[src/rtl/counter_pkg.sv]
// Shared encodings for the up/down JK counter.
// Direction values match the dir input pin: 1 counts up, 0 counts down.
package counter_pkg;
   localparam logic DIR_UP = 1'b1;
   localparam logic DIR_DN = 1'b0;
endpackage : counter_pkg

[src/rtl/updown_jk_count_jk_cell.sv]
// One counter bit: JK flip-flop with asynchronous active-low reset.
// J/K behaviour: 00 hold, 01 reset, 10 set, 11 toggle.
module jk_cell (
   input  logic clk,
   input  logic rst,
   input  logic j,
   input  logic k,
   output logic q
);

   logic q_q;
   logic q_d;

   always_comb begin
      q_d = q_q;
      case ({j, k})
         2'b00:   q_d = q_q;
         2'b01:   q_d = 1'b0;
         2'b10:   q_d = 1'b1;
         default: q_d = ~q_q;
      endcase
   end

   always_ff @(posedge clk or negedge rst) begin
      if (!rst) q_q <= 1'b0;
      else      q_q <= q_d;
   end

   assign q = q_q;

endmodule : jk_cell

[src/rtl/updown_jk_count.sv]
// Synchronous up/down counter built from JK cells, with clear, load,
// saturate-or-wrap at the terminal value and a registered overflow pulse.
module updown_jk_count
   import counter_pkg::*;
#(
   parameter int WIDTH = 4
) (
   input  logic             clk,
   input  logic             rst,
   input  logic             sclr,
   input  logic             load,
   input  logic [WIDTH-1:0] d,
   input  logic             en,
   input  logic             dir,
   input  logic             sat,
   output logic [WIDTH-1:0] q,
   output logic             tc,
   output logic             ovf
);

   logic [WIDTH-1:0] cnt;
   logic [WIDTH-1:0] up_carry;
   logic [WIDTH-1:0] dn_carry;
   logic [WIDTH-1:0] toggle;
   logic [WIDTH-1:0] j_in;
   logic [WIDTH-1:0] k_in;
   logic             step_ok;
   logic             ovf_q;
   logic             ovf_d;

   assign tc = (dir == DIR_UP) ? (&cnt) : ~(|cnt);

   // Saturating at the terminal value simply suppresses every toggle.
   assign step_ok = en & ~(tc & sat);

   assign up_carry[0] = 1'b1;
   assign dn_carry[0] = 1'b1;

   generate
      for (genvar gi = 1; gi < WIDTH; gi++) begin : g_carry
         assign up_carry[gi] = up_carry[gi-1] &  cnt[gi-1];
         assign dn_carry[gi] = dn_carry[gi-1] & ~cnt[gi-1];
      end
   endgenerate

   generate
      for (genvar gi = 0; gi < WIDTH; gi++) begin : g_bit
         assign toggle[gi] = step_ok & ((dir == DIR_UP) ? up_carry[gi] : dn_carry[gi]);

         always_comb begin
            j_in[gi] = toggle[gi];
            k_in[gi] = toggle[gi];
            if (sclr) begin
               j_in[gi] = 1'b0;
               k_in[gi] = 1'b1;
            end else if (load) begin
               j_in[gi] = d[gi];
               k_in[gi] = ~d[gi];
            end
         end

         jk_cell u_cell (
            .clk (clk),
            .rst (rst),
            .j   (j_in[gi]),
            .k   (k_in[gi]),
            .q   (cnt[gi])
         );
      end
   endgenerate

   // A wrap is a counting step taken from the terminal value without saturation.
   always_comb begin
      ovf_d = ~sclr & ~load & en & tc & ~sat;
   end

   always_ff @(posedge clk or negedge rst) begin
      if (!rst) ovf_q <= 1'b0;
      else      ovf_q <= ovf_d;
   end

   assign q   = cnt;
   assign ovf = ovf_q;

endmodule : updown_jk_count

[config.mk]
export PLATFORM = sky130hd
export DESIGN_NAME = updown_jk_count
export DESIGN_NICKNAME = d
export VERILOG_FILES = /design/src/rtl/counter_pkg.sv /design/src/rtl/updown_jk_count_jk_cell.sv /design/src/rtl/updown_jk_count.sv
export SDC_FILE = /design/constraint.sdc
export NUM_CORES = 1
export LEC_CHECK = 0
export CELL_PAD_IN_SITES_DETAIL_PLACEMENT = 1
export CELL_PAD_IN_SITES_GLOBAL_PLACEMENT = 2
export CORE_AREA = 3 3 56 58
export CTS_CLUSTER_SIZE = 25
export DETAILED_ROUTE_END_ITERATION = 7
export DIE_AREA = 0 0 59 61
export GPL_TIMING_DRIVEN = 0
export PLACE_DENSITY_LB_ADDON = 0.2
export SLEW_MARGIN = 0
export SYNTH_ARGS = -nofsm -noshare
export SYNTH_HDL_FRONTEND = slang
export SYNTH_HIERARCHICAL = 1
export SYNTH_SLANG_ARGS = --single-unit
[constraint.sdc]
create_clock -name clk -period 2 [get_ports clk]
set_input_delay 0.5 -clock clk [delete_from_list [all_inputs] [get_ports clk]]
set_output_delay 0.5 -clock clk [all_outputs]
set_load 0.005 [all_outputs]
==> summary.md <==
| Metric | Value |
|---|---|
| Routed vias/inst | `4.75` |
| ANT nets after route | `0` |
| Clock buffer depth | `2` |
| Switching Power | `216 uW` |
| F_max | `0.461 GHz` |
| GPL Wtd Cong | `0.706` |
| Max VDD drop | `325 uV` |
| First-pass GRT wire length | `2850 um` |
| Leakage power | `0.000470 uW` |
| Hold crit path type | `in -> async` |
| Ports | `17` |
| GRT Total Usage | `0.107` |
| Worst slew margin | `0.572` |
| Critical path class | `reg -> reg` |
| Die area | `3600 um^2` |
| Multiplexer area fraction after synthesis | `0.0359` |
| Kind of start point of the critical path | `flip-flop` |
| Cells after Synth | `74` |
| Final wirelength | `1750 um` |
| Starting Density | `0.232` |
| DR iter-0 viols | `13` |
| PnR worst setup slack | `-0.168 ns` |
| Pin count of the biggest net entering global routing | `11` |
| Post-DP HPWL | `1300 um` |
| Post-synthesis sequential element count | `5` |
| Final net count | `121` |
| Maximum capacitance violations | `0` |
| Outcome | `finished, violations left` |
| Setup violators final | `5` |
| Clock root buffer | `clkbuf_4` |
| Combinational family with the most area after synthesis | `simple AND/OR/NAND/NOR gates` |
| Vias in the first global route | `644` |
| Routed length per instance | `13.2 um` |
| Post-Synthesis Cell Area | `628 um^2` |
| Crit path required time | `2.16 ns` |
| Pre-CTS WS | `-0.875 ns` |
| TNS Setup | `-0.716 ns` |
| Failing checks | `negative setup slack` |
| Post-synth top area share | `0.199` |
| Sequential fraction of the synthesis area | `0.199` |
| Overflow after GRT | `0` |
| Pwr/cell area | `592 nW/um^2` |
| Residual DRC | `0` |
| Clock Skew | `0.00126 ns` |
| Antenna cell count | `0` |
| Syn Area/Cell | `8.49 um^2` |
| Height of the die | `61 um` |
| Clock-pin slew on the worst setup and hold paths | `0.05 ns` |
| Row count | `19` |
| Cell taking the most area after synthesis | `dfrtp_1` |
| H-tree depth | `1` |
| Final period util | `1.08` |
| Initial DRT Pass Iterations | `4` |
| Placed cell count | `120` |
| Internal | `382 uW` |
| Final Non-Filler Cells | `132` |
| Fin util | `0.373` |
| Fillers | `327` |
| Comb power frac | `0.552` |
| Worst-Skew Late Latency | `0.24 ns` |
| Slew Viols, Final | `0` |
| Largest cells by area after synthesis | `dfrtp_1 20%, ha_1 16%, nor2b_1 10%` |
| I/O Buffers | `15` |
| Yosys Warn Count | `6` |
| CTS buffer count | `3` |
| Worst path arrival time | `2.33 ns` |
| Clock power share | `0.204` |
| Compound-gate portion of the synthesized area | `0.231` |
| Die Width | `59 um` |
| CP Capture Type | `flip-flop` |
| Final hold violation count | `0` |
| Distinct cells, synth | `23` |
| Share of cells above drive strength 1 | `0.337` |
| Layout area overhead | `60.8%` |
| Area share of and/or/nand/nor cells after synthesis | `0.283` |
| Net Sw Frac | `0.362` |
| Sequential share of power | `0.244` |
| Core area | `2710 um^2` |
| XOR/XNOR Fraction of Synth Area | `0.0139` |
| CTS tree | `built` |
| Clock sinks | `5` |
| Vias after detailed routing | `627` |
| Initial antenna violation count | `0` |
| Post-synthesis adder-cell area fraction | `0.159` |
| RSZ-0062 raised after global routing | `yes` |
| Slew @ Worst Pin | `0.641 ns` |
| Crit Path Max Fanout | `3` |
| Syn_nets | `93` |
| Minimum clock period | `2.17 ns` |
[cell usage in the layout (no fill, tap or decap), types with 2 or more instances in the layout]
cell type,netlist,routed
a21oi_1,5,4
buf_4,0,7
clkbuf_4,0,3
clkdlybuf4s50_1,0,11
dfrtp_1,5,4
ha_1,8,7
inv_1,12,12
nand2_1,10,9
nand2b_4,0,2
nor2b_1,10,8
o21ai_0,3,3
o31ai_2,4,4
o41ai_2,1,2
[synth_stat cells]
| cell | number |
|---|---|
| o41ai_1 | 2 |
| o31ai_2 | 4 |
| nor3_1 | 1 |
| o41ai_2 | 1 |
| dfrtp_1 | 5 |
| nor2_1 | 1 |
| nand4_1 | 1 |
| nand2b_1 | 2 |
| nor4b_4 | 1 |
| xor2_1 | 1 |
| o21ai_0 | 3 |
| and3_1 | 1 |
| and2_4 | 1 |
| nand2_1 | 10 |
| buf_1 | 1 |
| or4_4 | 1 |
| inv_1 | 12 |
| o22ai_1 | 1 |
| ha_1 | 8 |
| o221ai_2 | 1 |
| a21oi_1 | 5 |
| nor2b_1 | 10 |
| mux2i_4 | 1 |
[critical path: stages (launching register included)]
cell	delay, ns
dfrtp_2	0.40
or4_4	0.57
buf_12	0.16
o22ai_4	0.17
o41ai_2	0.11
inv_1	0.09
ha_1	0.24
nor2b_1	0.15
o31ai_2	0.20
[through the flow]
| step | total power (uW) | hold slack [ns] | area (um^2) |
|---|---|---|---|
| 2_1_floorplan | 295 | 0.204 | 629 |
| 3_3_place_gp | 393 | 0.560 | 818 |
| 3_5_place_dp | 400 | 0.570 | 818 |
| 4_1_cts | 563 | 0.498 | 922 |
| 5_1_grt | 645 | 0.507 | 1010 |
| 6_report | 598 | 0.500 | 1010 |
[layout make-up]
cell class / count / area [um^2] / share of cell area
well taps: 31 / 38.8 / 0.0384
multi-input cells: 56 / 549 / 0.544
inverters: 12 / 45.0 / 0.0446
clock buffers: 4 / 26.3 / 0.0260
repair buffers: 23 / 220 / 0.218
flip-flops and latches: 5 / 126 / 0.125
plain buffers: 1 / 3.75 / 0.00372
[layer usage]
layer  vias up  global-route usage  wire length, um  part of all wire
met2        15               0.178              894              0.51
met1       300               0.135              739              0.42
met3         4              0.0128               82             0.047
li1        308                   -                -                 -
met4         0              0.0583               29             0.017
met5         -                   0                0                 0
[power by group through the flow]
| stage | Combinational, uW | Clock, uW | Sequential (uW) |
|---|---|---|---|
| 4_1_cts | 290 | 129 | 145 |
| 2_1_floorplan | 142 | 0 | 154 |
| 3_3_place_gp | 235 | 0 | 158 |
| 5_1_grt | 362 | 132 | 150 |
| 6_report | 330 | 122 | 146 |
| 3_5_place_dp | 240 | 0 | 160 |
[flip-flops by register name, indices dropped and copies added, names as in the netlist]
signal,flops
g_bit.u_cell/q,4
ovf,1
[what timing repair did]
action                     4_1_cts  5_1_grt
setup endpoints to repair        5        5
resized for setup               17        7
pin swaps                        4        2
setup buffers                    3        5
hold buffers                     0        0
[logic make-up (layout without fill, tap and decap cells)]
kind of cell | after synthesis | count (layout)
adder cells (fa/ha/maj) | 8 | 8
AO/OA/AOI/OAI | 17 | 17
flip-flops | 5 | 5
multiplexers | 1 | 1
buffers and inverters | 13 | 40
XOR/XNOR | 1 | 1
AND/OR/NAND/NOR | 29 | 29
[worst paths after layout]
| check | depth (start not counted) | end | slack, ns | start |
|---|---|---|---|---|
| max in group asynchronous | 1 | g_bit[0].u_cell/q | 1.26 | rst |
| min in group clk | 2 | g_bit[2].u_cell/q | 0.57 | g_bit[2].u_cell/q |
| worst max-delay path | 8 | g_bit[2].u_cell/q | -0.17 | g_bit[0].u_cell/q |
| worst min register to register | 2 | g_bit[2].u_cell/q | 0.57 | g_bit[2].u_cell/q |
| worst min-delay path | 1 | g_bit[1].u_cell/q | 0.50 | rst |
| worst max register to register | 8 | g_bit[2].u_cell/q | -0.17 | g_bit[0].u_cell/q |
(Power assumes the default switching activity.)
